$ cat src/rtl/hazard_controller.sv
// Pipeline hazard controller: RAW/load-use detection, branch flush,
// data-memory wait FSM with timeout flag and saturating stall counter.
module hazard_controller (
    input  logic        clk_i,
    input  logic        rst_ni,
    input  logic [3:0]  src1_i,
    input  logic [3:0]  src2_i,
    input  logic        two_src_i,
    input  logic        exe_wb_en_i,
    input  logic        exe_mem_r_en_i,
    input  logic [3:0]  exe_dest_i,
    input  logic        mem_wb_en_i,
    input  logic [3:0]  mem_dest_i,
    input  logic        fwd_en_i,
    input  logic        branch_taken_i,
    input  logic        mem_req_i,
    input  logic        mem_ready_i,
    output logic        hazard_o,
    output logic        freeze_if_o,
    output logic        freeze_id_o,
    output logic        freeze_mem_o,
    output logic        flush_o,
    output logic [1:0]  state_o,
    output logic [15:0] stall_count_o,
    output logic        mem_timeout_o
);

    typedef enum logic [1:0] {
        RUN      = 2'b00,
        MEM_WAIT = 2'b01,
        FLUSH    = 2'b10
    } state_e;

    state_e      state_q, state_d;
    logic [7:0]  wait_cnt_q, wait_cnt_d;
    logic [15:0] stall_q, stall_d;
    logic        timeout_q, timeout_d;

    logic exe_m1, exe_m2, mem_m1, mem_m2;
    logic raw_hazard;
    logic freeze_mem, hazard, flush, freeze;

    assign exe_m1 = (exe_dest_i == src1_i);
    assign exe_m2 = two_src_i & (exe_dest_i == src2_i);
    assign mem_m1 = (mem_dest_i == src1_i);
    assign mem_m2 = two_src_i & (mem_dest_i == src2_i);

    // With forwarding only a load in EXE cannot be bypassed in time
    assign raw_hazard = fwd_en_i
        ? (exe_mem_r_en_i & (exe_m1 | exe_m2))
        : ((exe_wb_en_i & (exe_m1 | exe_m2)) |
           (mem_wb_en_i & (mem_m1 | mem_m2)));

    always_comb begin
        freeze_mem = 1'b0;
        hazard     = 1'b0;
        flush      = 1'b0;
        state_d    = state_q;
        wait_cnt_d = wait_cnt_q;
        unique case (state_q)
            RUN: begin
                freeze_mem = mem_req_i & ~mem_ready_i;
                hazard     = raw_hazard & ~branch_taken_i & ~freeze_mem;
                flush      = branch_taken_i & ~freeze_mem;
                if (freeze_mem) begin
                    state_d    = MEM_WAIT;
                    wait_cnt_d = 8'd0;
                end else if (branch_taken_i) begin
                    state_d = FLUSH;
                end
            end
            MEM_WAIT: begin
                freeze_mem = ~mem_ready_i;
                flush      = branch_taken_i & mem_ready_i;
                if (wait_cnt_q != 8'hFF)
                    wait_cnt_d = wait_cnt_q + 8'd1;
                if (mem_ready_i)
                    state_d = branch_taken_i ? FLUSH : RUN;
            end
            FLUSH: begin
                flush   = 1'b1;
                state_d = RUN;
            end
            default: state_d = RUN;
        endcase
    end

    assign freeze = hazard | freeze_mem;

    always_comb begin
        stall_d   = stall_q;
        timeout_d = timeout_q;
        if (freeze && stall_q != 16'hFFFF)
            stall_d = stall_q + 16'd1;
        if (state_q == MEM_WAIT && wait_cnt_d == 8'hFF)
            timeout_d = 1'b1;
    end

    always_ff @(posedge clk_i or negedge rst_ni) begin
        if (!rst_ni) begin
            state_q    <= RUN;
            wait_cnt_q <= 8'd0;
            stall_q    <= 16'd0;
            timeout_q  <= 1'b0;
        end else begin
            state_q    <= state_d;
            wait_cnt_q <= wait_cnt_d;
            stall_q    <= stall_d;
            timeout_q  <= timeout_d;
        end
    end

    // Control outputs are held inactive for the whole reset assertion
    assign hazard_o      = rst_ni & hazard;
    assign freeze_mem_o  = rst_ni & freeze_mem;
    assign freeze_if_o   = rst_ni & freeze;
    assign freeze_id_o   = rst_ni & freeze;
    assign flush_o       = rst_ni & flush;
    assign state_o       = state_q;
    assign stall_count_o = stall_q;
    assign mem_timeout_o = timeout_q;

endmodule
$ cat config.mk
export PLATFORM = sky130hd
export DESIGN_NAME = hazard_controller
export DESIGN_NICKNAME = d
export VERILOG_FILES = /design/src/rtl/hazard_controller.sv
export SDC_FILE = /design/constraint.sdc
export NUM_CORES = 1
export LEC_CHECK = 0
export CORE_UTILIZATION = 40
export DETAILED_ROUTE_END_ITERATION = 6
export GPL_ROUTABILITY_DRIVEN = 0
export PLACE_DENSITY_LB_ADDON = 0.12
export SYNTH_ARGS = -nofsm -noshare
export SYNTH_HDL_FRONTEND = slang
export SYNTH_SLANG_ARGS = --single-unit
$ cat constraint.sdc
create_clock -name clk_i -period 2 [get_ports clk_i]
set_clock_uncertainty 0.1 [all_clocks]
set_input_delay 0.4 -clock clk_i [delete_from_list [all_inputs] [get_ports clk_i]]
set_output_delay 0.4 -clock clk_i [all_outputs]
set_load 0.01 [all_outputs]
==> qor.yml <==
run_status:
  status: "finished, violations left"
  violations: "negative setup slack"
synthesis:
  yosysWarnings: 0
  yosysUniqueCellTypes: 41
  synth-seq-cells: 27
  synth_nets: 200
  synth_flop_cell: "dfrtp_1"
  synth_top_area_frac: 0.409
  synth_area_leader_cell: "dfrtp_1"
  yosys-top-cells-area: "dfrtp_1, xnor2_1, nand2_1"
  yosysSeqAreaShare: 0.409
  yosysMostFrequentCell: "dfrtp_1"
  synthCells: 172
  synth_edf_count: 0
  synth_area_sq_mm: 0.00165
  syn_area_per_cell_sq_um: 9.60
  netlist_top_cells_count: "dfrtp_1, xnor2_1, nand2_1"
  synthArstFlopShare: 1.00
clock_tree:
  cts_buffer_depth: 2
  clk_pin_slew_ns: 0.10
  cts.sinks: 27
  root_buffer: "clkbuf_8"
  cts_tree: "built"
  worstSkewPairLatency_ns: 0.28
  h-tree-depth: 1
  cts-buffers-inserted: 3
route:
  final_antenna_net_count: 0
  dr.first_iter.drc_count: 71
  vias: 1691
  post_drt_wl_per_cell_um: 14.8
  drt_pass1_iterations: 4
  routed_wl_mm: 4.72
  vias_per_cell: 5.32
  drc: 0
setup_path:
  cp-end-kind: "output pin"
  cp_top_family: "simple AND/OR/NAND/NOR gates"
  crit_path_max_fanout: 4
  critPathArrivalTime_ns: 1.77
  start_kind: "input port"
  cp_num_buf_inv: 2
  cp_slowest_stage_delay_ns: 0.28
  cp.required_ns: 1.50
  slowest_stage: "dlygate4sd2_1"
  crit_chain: "dlygate4sd2_1, nand2b_4, nand3b_1, nor3_2, a211oi_2, nor2b_2, or2_4, buf_6"
  crit_type: "input port to output pin"
floorplanning:
  die_width_um: 66.3
  dieArea_sq_mm: 0.00439
  fp.coreArea_sq_mm: 0.00380
  die_y_um: 66.3
  initial_core_util: 0.435
  ios: 50
  placementRows: 22
placement:
  place_area_sq_mm: 0.00245
  io_buffers: 49
  hpwl_mm: 3.21
  dp_slack_ns: -0.926
sta:
  report.final.slew_viol_count: 0
  worst_slack_ns: -0.275
  slew_headroom: 0.741
  hold_violations: 0
  setup_viol: 19
  max_freq_ghz: 0.440
  min_period_ns: 2.27
  setup_tns_ns: -2.08
  finalCritPeriodShare: 1.14
  rsz0062_at_grt: "yes"
  worstMarginPinSlew_ns: 0.388
cells_and_area:
  num-nets-final: 299
  multi_input_area_sq_mm: 0.00110
  fin_util: 0.731
  seq_area_sq_um: 677
  final_area_sq_mm: 0.00278
  antenna_cells: 0
  fillers: 284
  areaGrowthSynthToFinish_pct: 68.1
  drive_gt1_frac: 0.333
power_and_ir_drop:
  switchingPower_mw: 0.572
  powerDensity_mw_per_mm2: 633
  p_clk_frac: 0.188
  p_sw_frac: 0.326
  internal_power_mw: 1.18
  total_power_mw: 1.76
  max-vdd-ir-drop_mv: 0.505
  seqPwrFrac: 0.399
  combPwrFrac: 0.413
  leakagePower_nw: 1.30
grt:
  antenna_found_initial: 0
  grt_pass1_wl_mm: 7.63
  track_usage: 0.225
  gr-total-overflow: 0
  grt_pass1_vias: 1706
  grt_max_degree: 23
hold_path:
  hp-class: "flop to flop"
job:
  cap_violations: 0
## cell usage in the layout (no fill, tap or decap), drive strengths merged, types with 3 or more instances in the layout
cell,synthesis,final
nand3,7,7
a21oi,11,11
xnor2,24,24
nor2,7,7
nor3,5,5
o21ai,3,3
buf,2,53
dfrtp,27,27
dlygate4sd2,0,20
and3,10,10
nand2,18,18
and2,5,5
nand2b,4,4
inv,3,4
nand4,9,9
nor2b,4,4
xor2,5,5
clkdlybuf4s15,0,4
clkdlybuf4s50,0,19
clkbuf,2,4
## worst paths after layout
check	from	cells after the start	slack (ns)	to
max	mem_ready_i	8	-0.27	freeze_if_o
min	mem_timeout_o$_DFFE_PN0P_	1	0.38	mem_timeout_o$_DFFE_PN0P_
max reg2reg	state_o[1]$_DFFE_PN0P_	14	-0.17	state_o[0]$_DFFE_PN0P_
min reg2reg	mem_timeout_o$_DFFE_PN0P_	1	0.38	mem_timeout_o$_DFFE_PN0P_
max in group asynchronous	rst_ni	2	1.10	stall_count_o[3]$_DFFE_PN0P_
min in group asynchronous	rst_ni	2	0.48	stall_count_o[11]$_DFFE_PN0P_
## worst register-to-register path, cell delays in order (launching register included)
cell and delay, ns:
dfrtp_2 0.41, buf_6 0.11, buf_4 0.11, or3_4 0.13, inv_2 0.04, buf_4 0.12
buf_4 0.12, buf_4 0.12, buf_4 0.12, buf_4 0.12, buf_4 0.12, buf_4 0.12
buf_4 0.11, buf_4 0.12, buf_4 0.11
## stage by stage
stage | cells | hold slack (ns)
2_1_floorplan | 172 | 0.00441
4_1_cts | 312 | 0.384
6_report | 318 | 0.381
3_3_place_gp | 297 | 0.352
5_1_grt | 318 | 0.404
3_5_place_dp | 297 | 0.358
## power groups by stage
stage	logic, mW	clock network, mW	registers (mW)
finish	0.726	0.330	0.701
CTS	0.659	0.346	0.693
global placement	0.577	0	0.696
detailed placement	0.593	0	0.701
floorplan	0.221	0	0.737
global route	0.781	0.369	0.715
## sequential cells by signal (all words and copies together), names as in the netlist
register,count
stall_count_o,16
state_o,2
mem_timeout_o,1
wait_cnt_q,8
## what timing repair did
item	4_1_cts	5_1_grt
setup endpoints to repair	22	23
hold buffers	0	0
gates resized for setup	70	21
pin swaps	26	14
gates cloned	1	0
setup buffers	11	6
endpoints found under the hold margin	0	0
## cell type report
type                            instances  area share
Inverter                                3     0.00406
Clock buffer                            3      0.0149
Clock inverter                          1     0.00315
Timing Repair Buffer                   98       0.318
Sequential cell                        27       0.244
Tap cell                               48      0.0216
Multi-Input combinational cell        138       0.395
## metal layers
layer / global-route usage / vias up / part of all wire
met5: 0 / - / 0
met4: 0.0638 / 0 / 0.017
met3: 0.0483 / 9 / 0.057
met2: 0.394 / 55 / 0.49
met1: 0.277 / 817 / 0.44
li1: - / 810 / -
## cell families after synthesis
logic type / share of synthesized area
compound gates: 0.115
xor+xnor: 0.154
fa+ha+maj: 0.0151
buf+inv: 0.0227
flops: 0.409
mux: 0.0197
simple gates: 0.264
No activity file was read; power rests on OpenSTA's default activity.
